$ cat src/rtl/keyed_window_fsm_ctrl.sv
// Key-gated present-state register for an external combinational FSM.
// Each window of WIN_LEN cycles expects its own key; a wrong key steers the FSM to that window's decoy.
module keyed_window_fsm_ctrl #(
    parameter int                          KEY_W       = 12,
    parameter int                          NUM_KEYS    = 4,
    parameter int                          WIN_LEN     = 5,
    parameter int                          STATE_W     = 5,
    parameter logic [STATE_W-1:0]          RESET_STATE = STATE_W'(1),
    parameter logic [NUM_KEYS*KEY_W-1:0]   KEYS        = {12'h771, 12'hA64, 12'h343, 12'h2DE},
    parameter logic [NUM_KEYS*STATE_W-1:0] DECOYS      = {5'd5, 5'd2, 5'd12, 5'd15}
) (
    input  logic                                                   clk,
    input  logic                                                   rst,
    input  logic                                                   en,
    input  logic [KEY_W-1:0]                                       keyinput,
    input  logic [STATE_W-1:0]                                     nx_state,
    output logic [STATE_W-1:0]                                     pr_state,
    output logic [((NUM_KEYS > 1) ? $clog2(NUM_KEYS) : 1)-1:0]     win_idx,
    output logic                                                   key_ok,
    output logic                                                   unlocked,
    output logic [7:0]                                             fault_cnt
);

    localparam int IDX_W  = (NUM_KEYS > 1) ? $clog2(NUM_KEYS) : 1;
    localparam int SLOT_W = (WIN_LEN > 1) ? $clog2(WIN_LEN) : 1;
    localparam logic [IDX_W-1:0]  LAST_IDX  = IDX_W'(NUM_KEYS - 1);
    localparam logic [SLOT_W-1:0] LAST_SLOT = SLOT_W'(WIN_LEN - 1);

    logic [SLOT_W-1:0]  r_slot;
    logic [IDX_W-1:0]   r_winIdx;
    logic [STATE_W-1:0] r_prState;
    logic               r_unlocked;
    logic               r_roundClean;
    logic [7:0]         r_faultCnt;

    logic [KEY_W-1:0]   w_curKey;
    logic [STATE_W-1:0] w_curDecoy;
    logic               w_keyOk;
    logic               w_slotEnd;
    logic               w_roundEnd;

    assign w_curKey   = KEYS[r_winIdx * KEY_W +: KEY_W];
    assign w_curDecoy = DECOYS[r_winIdx * STATE_W +: STATE_W];
    assign w_keyOk    = (keyinput == w_curKey);
    assign w_slotEnd  = (r_slot == LAST_SLOT);
    assign w_roundEnd = w_slotEnd && (r_winIdx == LAST_IDX);

    // Round-end takes priority over a mismatch for round_clean: the next round always starts clean.
    always_ff @(posedge clk) begin
        if (rst) begin
            r_slot       <= '0;
            r_winIdx     <= '0;
            r_prState    <= RESET_STATE;
            r_unlocked   <= 1'b0;
            r_roundClean <= 1'b1;
            r_faultCnt   <= 8'd0;
        end else if (en) begin
            r_slot <= w_slotEnd ? '0 : r_slot + 1'b1;
            if (w_slotEnd) begin
                r_winIdx <= (r_winIdx == LAST_IDX) ? '0 : r_winIdx + 1'b1;
            end
            r_prState <= w_keyOk ? nx_state : w_curDecoy;
            if (!w_keyOk && (r_faultCnt != 8'hFF)) begin
                r_faultCnt <= r_faultCnt + 8'd1;
            end
            if (w_roundEnd) begin
                r_unlocked   <= r_roundClean & w_keyOk;
                r_roundClean <= 1'b1;
            end else if (!w_keyOk) begin
                r_unlocked   <= 1'b0;
                r_roundClean <= 1'b0;
            end
        end
    end

    assign pr_state  = r_prState;
    assign win_idx   = r_winIdx;
    assign key_ok    = w_keyOk;
    assign unlocked  = r_unlocked;
    assign fault_cnt = r_faultCnt;

endmodule
$ cat config.mk
export PLATFORM = sky130hd
export DESIGN_NAME = keyed_window_fsm_ctrl
export DESIGN_NICKNAME = d
export VERILOG_FILES = /design/src/rtl/keyed_window_fsm_ctrl.sv
export SDC_FILE = /design/constraint.sdc
export NUM_CORES = 1
export LEC_CHECK = 0
export CAP_MARGIN = 20
export CORE_AREA = 2 2 55 57
export CTS_CLUSTER_DIAMETER = 120
export CTS_CLUSTER_SIZE = 28
export DETAILED_ROUTE_END_ITERATION = 16
export DIE_AREA = 0 0 57 59
export GPL_ROUTABILITY_DRIVEN = 0
export GPL_TIMING_DRIVEN = 0
export PLACE_DENSITY = 0.75
export SYNTH_ARGS = -nofsm -noshare
export SYNTH_HDL_FRONTEND = slang
export SYNTH_SLANG_ARGS = --single-unit
$ cat constraint.sdc
create_clock -name clk -period 2.9 [get_ports clk]
set_clock_uncertainty 0.15 [all_clocks]
set_input_delay 0.29 -clock clk [delete_from_list [all_inputs] [get_ports clk]]
set_output_delay 0.29 -clock clk [all_outputs]
set_load 0.005 [all_outputs]
# After elaboration in Yosys (flattened, before gate mapping)
# Cells that the tools add are included.
# totals
regBits,20
in_bits,20
out_inout_bits,17
word_cells,31
# classes
add_sub_neg,3
mul,2
eq_ne,5
n_shift,2
n_mux,6
bitwise,1
reduce_logical,6
# ops
op,count
"48-bit by 7-bit indexed part select with 12-bit output, first input constant",1
"20-bit by 6-bit indexed part select with 5-bit output, first input constant",1
12-bit equality test,1
"8-bit by 1-bit adder with 8-bit output, second input constant",1
"8-bit inequality test, second input constant",1
2-bit AND reduction,3
"2-bit by 3-bit multiplier with 5-bit output, second input constant",1
5-bit 2-to-1 mux,1
"2-bit by 2-bit multiplier with 4-bit output, second input constant",1
"3-bit by 1-bit adder with 3-bit output, second input constant",1
"3-bit equality test, second input constant",1
1-bit 2-to-1 mux,3
3-bit 2-to-1 mux,1
"2-bit by 1-bit adder with 2-bit output, second input constant",1
"2-bit equality test, second input constant",1
1-bit logical AND,2
2-bit 2-to-1 mux,1
"2-bit by 1-bit inequality test with 1-bit output, second input constant",1
1-bit AND,1
1-bit logical NOT,1

# Depth between registers and ports, before layout
# depth
ltp_word,6
mapped_depth,8
ltp_nobuf,7

# Worst setup path before layout
# Ideal clock, no wire load.
# synth_path
kind,reg2reg
start,register r_winIdx[0] (netlist: win_idx[0])
end,register r_faultCnt[3] (netlist: fault_cnt[3])
setup_time_ns,0.123
arrival_time_ns,2.366
required_ns,2.627
slack_ns,0.260
stages_incl_launch_ff,9
n_path_buf,1
period_less_slack_ns,2.640
cell_sequence,dfxtp_1 > inv_1 > ha_1 > xor2_1 > o41a_4 > or4_4 > buf_6 > nand4_1 > mux2_1
# synth_via
elab_chain_cells,6
# synth_rtl
element,line_no,source
from (decl),30,logic [IDX_W-1:0] r_winIdx;
from (signal assigned),60,r_winIdx <= (r_winIdx == LAST_IDX) ? '0 : r_winIdx + 1'b1;
2-bit by 2-bit multiplier with 4-bit output,42,assign w_curKey = KEYS[r_winIdx * KEY_W +: KEY_W];
48-bit by 7-bit indexed part select with 12-bit output,42,
12-bit equality test,44,assign w_keyOk = (keyinput == w_curKey);
1-bit logical NOT,n/a,
1-bit logical AND,63,if (!w_keyOk && (r_faultCnt != 8'hFF)) begin
2-bit AND reduction (no source line),n/a,
to (signal assigned),64,r_faultCnt <= r_faultCnt + 8'd1;
to (decl),34,logic [7:0] r_faultCnt;
# No other way between the ends.
# A chain may end at the register's enable or synchronous reset.

# Worst setup path in the final report
# Ends and elaborated chain as after synthesis.

==> flow_metrics.tcl <==
set metrics [dict create \
    status "completed" \
    port_buffers 36 \
    die_h_um 59 \
    hp-class "reg2reg" \
    path_class "reg2reg" \
    cts_tree "yes" \
    yosysWarnings 0 \
    drc 0 \
    post-route-period-util_pct 92.3 \
    r2r_slack_ns 0.22 \
    setup_viol 0 \
    synth_top_area_share_pct 33.3 \
    cts.path.max_buffers 2 \
    coreArea_mm2 0.00271 \
    fillCellCount 246 \
    period_needed_ns 2.68 \
    yosys_most_used_dff "dfxtp_1" \
    setup_tns_ns 0 \
    stdcell_count 203 \
    slew_violations 0 \
    synth_top_area_cell "dfxtp_1" \
    dr.pass1.iters 4 \
    netlist_area_mm2 0.00120 \
    vias 1127 \
    r2r-start "win_idx[0]" \
    synth_compound_area_share_pct 12.6 \
    cts_htree_levels 1 \
    syn-num-nets 158 \
    die_area_mm2 0.00336 \
    num_rows 19 \
    finalHoldViolCount 0 \
    cap_viol_max_count 0 \
    max_slew_margin_pct 60.8 \
    drt-total-wl_um 3050 \
    numCtsBuffers 3 \
    grt_pass1_wl_um 4970 \
    leakage_nw 0.658 \
    ys_top_cells_by_area "dfxtp_1, ha_1, nor2_1, nand2_1, mux2i_1" \
    holdWs_ns 0.337 \
    end_kind "register" \
    ys_types 44 \
    worstPathRequired_ns 2.95 \
    post_drt_wl_per_cell_um 15.0 \
    clk_pin_slew_ns 0.12 \
    diodes 0 \
    syn_inst 131 \
    startpoint "win_idx[0]" \
    ir_drop_mv 0.340 \
    fmax_ghz 0.374 \
    drt-initial-drc-count 25 \
    dr_wl_met3_um 132 \
    grt_max_degree 12 \
    dp.cells 198 \
    ys_ff_latch 20 \
    ant_nets 0 \
    syn2layout_area_growth_pct 37.4 \
    grt_usage_pct 19.3 \
    drt-met1-wl_um 1340 \
    die_x_um 57 \
    synth_fa_ha_area_share_pct 7.29 \
    synth_common_cells "dfxtp_1, nor2_1, nand2_1" \
    avgSynthCellArea_um2 9.17 \
    worst-slew-pin-transition_ns 0.588 \
    antenna_found_initial 0 \
    place_hpwl_um 2300 \
    clockRootBuffer "clkbuf_4" \
    met2_wirelength_um 1550 \
    yosys.area_share.simple_pct 31.8 \
    clkLatencyLatePin_ns 0.31 \
    synth_xor_area_share_pct 2.92 \
    start_util_pct 44.3 \
    cts_num_sinks 20 \
    synth_top_family_by_area "simple AND/OR/NAND/NOR gates" \
    ys_seq_area_share_pct 33.3 \
    reg2regPathDepth 8 \
    r2r-end "fault_cnt[3]" \
    worstSetupStartpointType "register" \
    synth-edff-count 0 \
    layout.nets 200 \
    synth.most_common_cell "dfxtp_1" \
    crit_path_end "fault_cnt[3]" \
    num_io_pins 37 \
    drive_gt1_share_pct 10.5 \
    grt_setup_unrepaired "no" \
    grt_pass1_vias 1063 \
    topRoutingLayerUsed "met4" \
    grt_overflow_total 0 \
    synthArstFlopShare_pct 0 \
    muxShareOfSynthArea_pct 8.02 \
    cts.hold.buffers_added 0 \
    detail_route.vias_per_cell 5.55 \
    worst-path-max-fanout 9 \
    p_per_area_mw_per_mm2 333 \
    arrival_ns 2.73 \
]
[worst min path at each step]
stage / start / end / slack, ns / cells after the start
2_1_floorplan: r_roundClean / r_roundClean / 0.28 / 2
3_3_place_gp: r_roundClean / r_roundClean / 0.29 / 2
3_5_place_dp: r_roundClean / r_roundClean / 0.31 / 2
4_1_cts: r_roundClean / r_roundClean / 0.34 / 2
5_1_grt: r_roundClean / r_roundClean / 0.34 / 2
6_report: pr_state[4] / pr_state[4] / 0.34 / 2
[critical path, cell delays in order, from the launching register on]
cell and delay, ns:
dfxtp_4 0.40, inv_1 0.08, ha_1 0.25, xor2_1 0.18, o41a_4 0.39, or4_4 0.55
buf_6 0.16, nand4_1 0.09, mux2_1 0.33
[layout make-up]
type,count,area (um2),area share (%)
Sequential cell,20,408,24.7
Tap cell,31,38.8,2.35
Timing Repair Buffer,37,367,22.2
Clock buffer,4,36.3,2.20
Multi-Input combinational cell,100,752,45.6
Buffer,5,26.3,1.59
Inverter,6,22.5,1.36
[flip-flops by register name (all words and copies together) (netlist names)]
signal        count
fault_cnt         8
pr_state          5
r_roundClean      1
r_slot            3
unlocked          1
win_idx           2
[cell usage in the layout, fill, tap and decap left out, types with 5 or more instances in the layout]
cell and count:
a21oi_1 5, clkdlybuf4s50_1 35, dfxtp_1 18, ha_1 7, inv_1 6, nand2_1 11, nand3_1 5, nor2_1 13
nor2b_1 5, nor3_1 5
[metal layers]
layer,up-vias,global-route usage (%)
li1,560,-
met2,29,34.3
met5,-,0
met3,4,4.80
met1,534,23.7
met4,0,3.99
[through the flow]
step / setup WS, ns / util (%) / area, um2 / power (mW)
final: 0.224 / 60.9 / 1650 / 0.550
after floorplan: 0.260 / - / 1200 / 0.339
after CTS: 0.222 / 60.9 / 1650 / 0.555
after global routing: 0.124 / 60.9 / 1650 / 0.573
after detailed placement: 0.0288 / 59.0 / 1600 / 0.390
after global placement: 0.0597 / 59.0 / 1600 / 0.387
[cells by family (layout without fill, tap and decap cells)]
| group | Yosys count | count (layout) |
|---|---|---|
| AOI/OAI and AO/OA | 17 | 17 |
| xor gates and xnor gates | 4 | 4 |
| adders and majority gates | 7 | 7 |
| buffers and inverters | 11 | 52 |
| DFF | 20 | 20 |
| muxes | 9 | 9 |
| and+or+nand+nor | 63 | 63 |
[power by group]
part	switching, mW	leakage, nW	internal (mW)	total (mW)
Clock	0.0908	0.0210	0.0767	0.167
Combinational	0.0407	0.473	0.0528	0.0935
Sequential	0.00657	0.165	0.282	0.289
Total	0.138	0.658	0.412	0.550
[repair_timing]
item,in CTS,in global routing
gates resized for setup,5,0
buffers inserted,1,0
setup endpoints to repair,1,0
No activity file was read; power rests on OpenSTA's default activity.
